## src/rtl/bp_io_link_responder_pkg.sv

```systemverilog
// Shared types for the IO link responder: opcodes, FSM states and a header
// struct macro sized by the cord, length and flit widths.
package bp_io_link_responder_pkg;

    typedef enum logic [1:0] {
        e_io_rd = 2'd0,
        e_io_wr = 2'd1
    } bp_io_resp_op_e;

    typedef enum logic [1:0] {
        e_hdr,
        e_data,
        e_resp_hdr,
        e_resp_data
    } bp_io_state_e;

    // Address bits left over in a header flit once the fixed fields are placed.
    function automatic int unsigned hdr_addr_width(int unsigned flit_w, int unsigned cord_w,
                                                   int unsigned len_w);
        return flit_w - 2 * cord_w - len_w - 3;
    endfunction

endpackage

// Header flit layout, LSB first: dst, len, src, opcode, err, addr.
`define BP_IO_HDR_S(cord_w, len_w, flit_w) \
    struct packed { \
        logic [(flit_w)-2*(cord_w)-(len_w)-4:0] addr; \
        logic                                   err; \
        logic [1:0]                             opcode; \
        logic [(cord_w)-1:0]                    src; \
        logic [(len_w)-1:0]                     len; \
        logic [(cord_w)-1:0]                    dst; \
    }

```

## src/rtl/bp_io_link_responder_if.sv

```systemverilog
// Ready-and link bundle for the responder: cmd link in/out and resp link in/out.
// Each link is {v, data, ready_and_rev}.
interface bp_io_link_responder_if
    import bp_io_link_responder_pkg::*;
#(
    parameter int unsigned flit_width_p = 64
);
    logic [flit_width_p+1:0] io_cmd_link_i;
    logic [flit_width_p+1:0] io_cmd_link_o;
    logic [flit_width_p+1:0] io_resp_link_i;
    logic [flit_width_p+1:0] io_resp_link_o;

    modport slave (
        input  io_cmd_link_i,
        input  io_resp_link_i,
        output io_cmd_link_o,
        output io_resp_link_o
    );

    modport master (
        output io_cmd_link_i,
        output io_resp_link_i,
        input  io_cmd_link_o,
        input  io_resp_link_o
    );
endinterface

```

## src/rtl/bp_io_link_responder_regs.sv

```systemverilog
// Register bank: one synchronous write port, one asynchronous read port,
// cleared by asynchronous reset.
module bp_io_link_responder_regs
    import bp_io_link_responder_pkg::*;
#(
    parameter int unsigned els_p        = 16,
    parameter int unsigned width_p      = 64,
    parameter int unsigned addr_width_p = $clog2(els_p)
) (
    input  logic                    clk_i,
    input  logic                    reset_i,
    input  logic                    w_v_i,
    input  logic [addr_width_p-1:0] w_addr_i,
    input  logic [width_p-1:0]      w_data_i,
    input  logic [addr_width_p-1:0] r_addr_i,
    output logic [width_p-1:0]      r_data_o
);
    logic [els_p-1:0][width_p-1:0] mem_q;

    // Storage update on write strobe.
    always_ff @(posedge clk_i or posedge reset_i) begin
        if (reset_i) begin
            mem_q <= '0;
        end else if (w_v_i) begin
            mem_q[w_addr_i] <= w_data_i;
        end
    end

    assign r_data_o = mem_q[r_addr_i];
endmodule

```

## src/rtl/bp_io_link_responder.sv

```systemverilog
// IO link responder: accepts command packets, performs a register read/write
// and returns one response packet to the sender's cord.
// Optional: BP_IO_LINK_RESPONDER_STATS_EN adds a command counter at word index els_p.
module bp_io_link_responder
    import bp_io_link_responder_pkg::*;
#(
    parameter int unsigned flit_width_p = 64,
    parameter int unsigned cord_width_p = 8,
    parameter int unsigned len_width_p  = 4,
    parameter int unsigned els_p        = 16
) (
    input  logic                    clk_i,
    input  logic                    reset_i,
    input  logic [cord_width_p-1:0] my_cord_i,
    bp_io_link_responder_if.slave   link
);
    localparam int unsigned lg_els_lp     = $clog2(els_p);
    localparam int unsigned addr_width_lp = hdr_addr_width(flit_width_p, cord_width_p, len_width_p);
    localparam int unsigned hi_width_lp   = addr_width_lp - lg_els_lp;

    typedef `BP_IO_HDR_S(cord_width_p, len_width_p, flit_width_p) hdr_s;

    logic                    cmd_v, cmd_ready, resp_v, resp_ready;
    logic [flit_width_p-1:0] cmd_data, resp_data;
    hdr_s                    cmd_hdr, resp_hdr;

    assign cmd_v      = link.io_cmd_link_i[flit_width_p+1];
    assign cmd_data   = link.io_cmd_link_i[flit_width_p:1];
    assign resp_ready = link.io_resp_link_i[0];
    assign cmd_hdr    = cmd_data;

    assign link.io_cmd_link_o  = {1'b0, {flit_width_p{1'b0}}, cmd_ready};
    assign link.io_resp_link_o = {resp_v, resp_data, 1'b0};

    logic unused_ok;
    assign unused_ok = ^{link.io_cmd_link_i[0], link.io_resp_link_i[flit_width_p+1:1],
                         cmd_hdr.dst, cmd_hdr.err};

    bp_io_state_e            state_q, state_d;
    logic [cord_width_p-1:0] src_q;
    logic [1:0]              op_q;
    logic                    err_q, wr_ok_q, first_q;
    logic [len_width_p-1:0]  cnt_q;
    logic [lg_els_lp-1:0]    waddr_q;
    logic [flit_width_p-1:0] rdata_q;

    // Header decode, evaluated against the flit currently on the cmd link.
    logic                   is_rd, is_wr, in_range, addr_ok, hdr_err, wr_ok, stats_hit;
    logic [hi_width_lp-1:0] hi_addr;
    logic [flit_width_p-1:0] bank_rdata, rd_word;

    assign hi_addr  = cmd_hdr.addr[addr_width_lp-1:lg_els_lp];
    assign is_rd    = (cmd_hdr.opcode == e_io_rd);
    assign is_wr    = (cmd_hdr.opcode == e_io_wr);
    assign in_range = (hi_addr == '0);
`ifdef BP_IO_LINK_RESPONDER_STATS_EN
    logic [flit_width_p-1:0] stats_q;
    assign stats_hit = (hi_addr == hi_width_lp'(1)) && (cmd_hdr.addr[lg_els_lp-1:0] == '0);
    assign rd_word   = stats_hit ? stats_q : bank_rdata;

    // Count completed commands at each response header handshake.
    always_ff @(posedge clk_i or posedge reset_i) begin
        if (reset_i) begin
            stats_q <= '0;
        end else if (state_q == e_resp_hdr && resp_ready) begin
            stats_q <= stats_q + 1'b1;
        end
    end
`else
    assign stats_hit = 1'b0;
    assign rd_word   = bank_rdata;
`endif
    // The counter is readable only; a write there is an error.
    assign addr_ok = in_range | (stats_hit & is_rd);
    assign hdr_err = ~(is_rd | is_wr) | ~addr_ok | (is_wr & (cmd_hdr.len == '0));
    assign wr_ok   = is_wr & in_range & (cmd_hdr.len != '0);

    bp_io_link_responder_regs #(
        .els_p   (els_p),
        .width_p (flit_width_p)
    ) regs (
        .clk_i    (clk_i),
        .reset_i  (reset_i),
        .w_v_i    (state_q == e_data && cmd_v && first_q && wr_ok_q),
        .w_addr_i (waddr_q),
        .w_data_i (cmd_data),
        .r_addr_i (cmd_hdr.addr[lg_els_lp-1:0]),
        .r_data_o (bank_rdata)
    );

    // State register.
    always_ff @(posedge clk_i or posedge reset_i) begin
        if (reset_i) state_q <= e_hdr;
        else         state_q <= state_d;
    end

    // Latch command context on header accept; count down data flits.
    always_ff @(posedge clk_i or posedge reset_i) begin
        if (reset_i) begin
            src_q   <= '0;
            op_q    <= '0;
            err_q   <= 1'b0;
            wr_ok_q <= 1'b0;
            first_q <= 1'b0;
            cnt_q   <= '0;
            waddr_q <= '0;
            rdata_q <= '0;
        end else if (state_q == e_hdr && cmd_v) begin
            src_q   <= cmd_hdr.src;
            op_q    <= cmd_hdr.opcode;
            err_q   <= hdr_err;
            wr_ok_q <= wr_ok;
            first_q <= 1'b1;
            cnt_q   <= cmd_hdr.len;
            waddr_q <= cmd_hdr.addr[lg_els_lp-1:0];
            rdata_q <= rd_word;
        end else if (state_q == e_data && cmd_v) begin
            first_q <= 1'b0;
            cnt_q   <= cnt_q - 1'b1;
        end
    end

    // Next state and link outputs; valid depends only on state.
    always_comb begin
        state_d         = state_q;
        cmd_ready       = 1'b0;
        resp_v          = 1'b0;
        resp_data       = '0;
        resp_hdr        = '0;
        resp_hdr.dst    = src_q;
        resp_hdr.src    = my_cord_i;
        resp_hdr.opcode = op_q;
        resp_hdr.err    = err_q;
        resp_hdr.len[0] = (op_q == e_io_rd) & ~err_q;
        unique case (state_q)
            e_hdr: begin
                cmd_ready = 1'b1;
                if (cmd_v) state_d = (cmd_hdr.len == '0) ? e_resp_hdr : e_data;
            end
            e_data: begin
                cmd_ready = 1'b1;
                if (cmd_v && cnt_q == len_width_p'(1)) state_d = e_resp_hdr;
            end
            e_resp_hdr: begin
                resp_v    = 1'b1;
                resp_data = resp_hdr;
                if (resp_ready) state_d = resp_hdr.len[0] ? e_resp_data : e_hdr;
            end
            e_resp_data: begin
                resp_v    = 1'b1;
                resp_data = rdata_q;
                if (resp_ready) state_d = e_hdr;
            end
            default: state_d = e_hdr;
        endcase
    end
endmodule

```

## src/flat_wrapper.sv

```systemverilog
// flat-port wrapper written by rule: the top's interface ports become plain ports
module bp_io_link_responder_flat import bp_io_link_responder_pkg::*;
#(
    parameter int unsigned flit_width_p = 64,
    parameter int unsigned cord_width_p = 8,
    parameter int unsigned len_width_p  = 4,
    parameter int unsigned els_p        = 16
)
  (clk_i, reset_i, my_cord_i, link_io_cmd_link_i, link_io_resp_link_i, link_io_cmd_link_o, link_io_resp_link_o);
  bp_io_link_responder_if #(.flit_width_p(flit_width_p)) link_i ();
  input  logic clk_i;
  input  logic reset_i;
  input  logic [cord_width_p-1:0] my_cord_i;
  input wire logic [$bits(link_i.io_cmd_link_i)-1:0] link_io_cmd_link_i;
  input wire logic [$bits(link_i.io_resp_link_i)-1:0] link_io_resp_link_i;
  output wire logic [$bits(link_i.io_cmd_link_o)-1:0] link_io_cmd_link_o;
  output wire logic [$bits(link_i.io_resp_link_o)-1:0] link_io_resp_link_o;
  assign link_i.io_cmd_link_i = link_io_cmd_link_i;
  assign link_i.io_resp_link_i = link_io_resp_link_i;
  assign link_io_cmd_link_o = link_i.io_cmd_link_o;
  assign link_io_resp_link_o = link_i.io_resp_link_o;
  bp_io_link_responder #(.flit_width_p(flit_width_p), .cord_width_p(cord_width_p), .len_width_p(len_width_p), .els_p(els_p)) u_core (.clk_i(clk_i), .reset_i(reset_i), .my_cord_i(my_cord_i), .link(link_i));
endmodule
```

## config.mk

```make
export PLATFORM = sky130hd
export DESIGN_NAME = bp_io_link_responder_flat
export DESIGN_NICKNAME = d
export VERILOG_FILES = /design/src/rtl/bp_io_link_responder_pkg.sv /design/src/rtl/bp_io_link_responder_if.sv /design/src/rtl/bp_io_link_responder_regs.sv /design/src/rtl/bp_io_link_responder.sv /design/src/flat_wrapper.sv
export SDC_FILE = /design/constraint.sdc
export NUM_CORES = 2
export LEC_CHECK = 0
export CORE_ASPECT_RATIO = 1.25
export CORE_MARGIN = 2
export CORE_UTILIZATION = 54
export DETAILED_ROUTE_END_ITERATION = 8
export GPL_TIMING_DRIVEN = 0
export PLACE_DENSITY = 0.82
export SETUP_SLACK_MARGIN = 0.05
export SLEW_MARGIN = 30
export SYNTH_ARGS = -nofsm -noshare
export SYNTH_HDL_FRONTEND = slang
export SYNTH_SLANG_ARGS = --single-unit
```

## constraint.sdc

```tcl
create_clock -name clk_i -period 39.8 [get_ports clk_i]
set_clock_uncertainty 0.1 [all_clocks]
set_input_delay 7.96 -clock clk_i [delete_from_list [all_inputs] [get_ports clk_i]]
set_output_delay 7.96 -clock clk_i [all_outputs]
set_load 0.01 [all_outputs]
```

==> metrics.txt <==
cells after synthesis approximately 3200; Crit Path Max Fanout 1; Sum Neg Setup Slack 0 ps; layout cells sized above 1 43.9%; core area slightly above 90000 um2; leading area contributor after synthesis dfrtp_1; die area ~95000 um2; final wirelength 139000 um; Placer Congestion about 0.87; Finish-stage setup viols 0; Initial Utilization a little over half; post-layout power approximately 2400 uW; Die W about 280 um; # fillers 6539; pwr dens 41.8 nW/um2; Setup crit end kind primary output; CP Data Required Time 31740 ps; Final Hold Viols 0; Hold Crit Class reg -> reg; VDD IR max 0.0310 mV; First DRT Iteration DRCs 2760; Area contributors post-synth dfrtp_1, mux2_2, mux4_2; period utilisation layout 43.2%; met1 wire length 51600 um; yosys warns 0; Post-DP HPWL a little over 90000 um; Clock Sinks around 1100; Worst-Margin Slew 1110 ps; startpoint types primary input; Clock Path Buffers 3; status completed; htree depth 3; I/O pin total ~270; Layout area overhead 14.3%; Slowest-stage cell, CP clkdlybuf4s50_1; most frequent cells in the layout dfrtp_1, mux2_2, mux4_2; highest metal used met5; first-pass GRT wire length a little over 200000 um; DR WL met3 around 12000 um; Cell Rows between 100 and 150; Post-Syn Area per Cell between 15 and 20 um2; Clock transition at path regs about 60 ps; Pleak 0.0280 uW; Max Fclk between 50 and 60 MHz; Hold-fix buffers, CTS 0; Clock Latency Late Sink about 720 ps; WP data arrival approximately 9000 ps; port bufs 132; DR WL/cell ~29 um; Post-Synthesis Cell Area approximately 50000 um2; Crit path largest cell delay between 500 and 600 ps; family with the most delay on the worst path buffers and inverters; final net count 3708; Slew Viols, Final 0; register area share after synthesis a little under three fifths; Die Span Y about 340 um; ANT nets after route 0; TritonCTS buffer count between 100 and 150; DR vias/cell around 6.4; most common cell after layout, fill and taps aside dfrtp_1; max cap viols 0; Synth cell types 40; CTS Root Cell clkbuf_16; critical path depth 4; vias in the first global route about 32000; # resized after CTS 0; hold depth 2; worst setup path category in -> out; RSZ-0062 raised after global routing false; R2R cell count 6; Post-CTS Setup Bufs 0; Final min period 17210 ps; post-synthesis register bit count approximately 1100; vias post-DR approximately 31000; initial antenna violation count 7; # DRC 0; post-synth top area share a little under three fifths; Pre-antenna DRT Iters 5; most frequent CP cell clkdlybuf4s50_1; WP buf/inv 2; overall global routing resource usage around 30%; Rel. slew slack 26.0%; largest net degree at the start of global routing between 90 and 100; TritonCTS clock tree done; crit-path cells clkdlybuf4s50_1, mux2i_1, nor2_1, clkdlybuf4s50_1; WL met2 ~67000 um; grt total ovfl 0
registers in the layout, indices dropped and copies added (netlist names):
register	cells
u_core.state_q	2
u_core.waddr_q	4
u_core.err_q	1
u_core.src_q	8
u_core.first_q	1
u_core.regs.mem_q	1024
u_core.wr_ok_q	1
u_core.cnt_q	4
u_core.op_q	2
u_core.rdata_q	64
area by class of cell:
cell class | count | area (um2) | area share [%]
Sequential cell | 1111 | 27800 | 48.8
Antenna cell | 4 | 10.0 | 0.0176
Tap cell | 1197 | 1500 | 2.63
Multi-Input combinational cell | 1828 | 20500 | 36.0
Clock inverter | 49 | 618 | 1.09
Buffer | 363 | 1750 | 3.07
Clock buffer | 149 | 3050 | 5.35
Timing Repair Buffer | 145 | 1680 | 2.95
Inverter | 8 | 37.5 | 0.0659
cells by family (layout without fill, tap and decap cells):
group | count (synthesis) | count (layout) | share of synthesized area (%)
DFF | 1111 | 1111 | 55.8
buffers and inverters | 371 | 714 | 3.51
muxes | 1305 | 1305 | 35.1
other | 1 | 70 | 0.00753
and+or+nand+nor | 244 | 244 | 2.37
adders and majority gates | 2 | 2 | 0.0502
AOI/OAI and AO/OA | 211 | 211 | 3.11
worst register-to-register path, delay by kind of cell (launching register included):
kind / cells / cell delay (ps)
simple gates: 3 / 1670
mux: 1 / 430
buf+inv: 2 / 940
flops: 1 / 360
cells in the mapped netlist:
master    instances
a21oi_1           7
a22o_1           63
o21ai_0          70
inv_1             8
buf_1            24
nand3b_4          1
nor2b_1           7
nand4_1           3
nor3_4            1
a22oi_1           3
a21o_1            1
a311oi_1          1
a32o_1            1
or3_1             1
conb_1            1
clkbuf_1        221
buf_4            84
nor2_1           25
mux2_1           10
o311ai_0          1
mux2_2         1015
mux2i_1          28
nor4_1           12
nor4_2            2
buf_2            34
nor2_2            1
or4_1             2
nand3_1          11
a31oi_1           1
a221oi_1         62
nand2_1         124
o211ai_1          1
nand2b_1          2
and2_1            2
nor3b_1           4
ha_1              2
dfrtp_1        1111
nor3_1            2
and3_1           44
mux4_2          252
power by group:
group	switching (uW)	internal [uW]	leakage [uW]
combinational	122	45.4	0.0107
clock	448	614	0.00178
sequential	8.68	1140	0.0155
stage by stage:
step	worst slack [ps]	hold WS [ps]	area, um2	cells	util, %
after floorplan	457	342	50100	3310	-
after global placement	-11700	353	52900	4639	57.9
after detailed placement	22570	363	53300	4652	58.3
after CTS	22570	377	56900	4850	62.3
after global routing	22520	402	56900	4851	62.3
final	22590	374	56900	4854	62.3
metal layers:
layer / up-vias / GRT usage, %
li1: 12600 / -
met1: 16500 / 38.1
met2: 1484 / 48.0
met3: 419 / 6.63
met4: 8 / 16.8
met5: - / 0
path summary, 6_finish.rpt:
check | from | slack [ps] | to
min in group asynchronous | reset_i | 7590 | u_core.regs.mem_q[901]
max in group asynchronous | reset_i | 29680 | u_core.regs.mem_q[674]
hold reg to reg | u_core.rdata_q[9] | 370 | u_core.rdata_q[9]
setup reg to reg | u_core.state_q[1] | 36180 | u_core.regs.mem_q[721]
hold / removal | u_core.rdata_q[9] | 370 | u_core.rdata_q[9]
setup / recovery | my_cord_i[3] | 22590 | link_io_resp_link_o[16]
(Power assumes the default switching activity.)
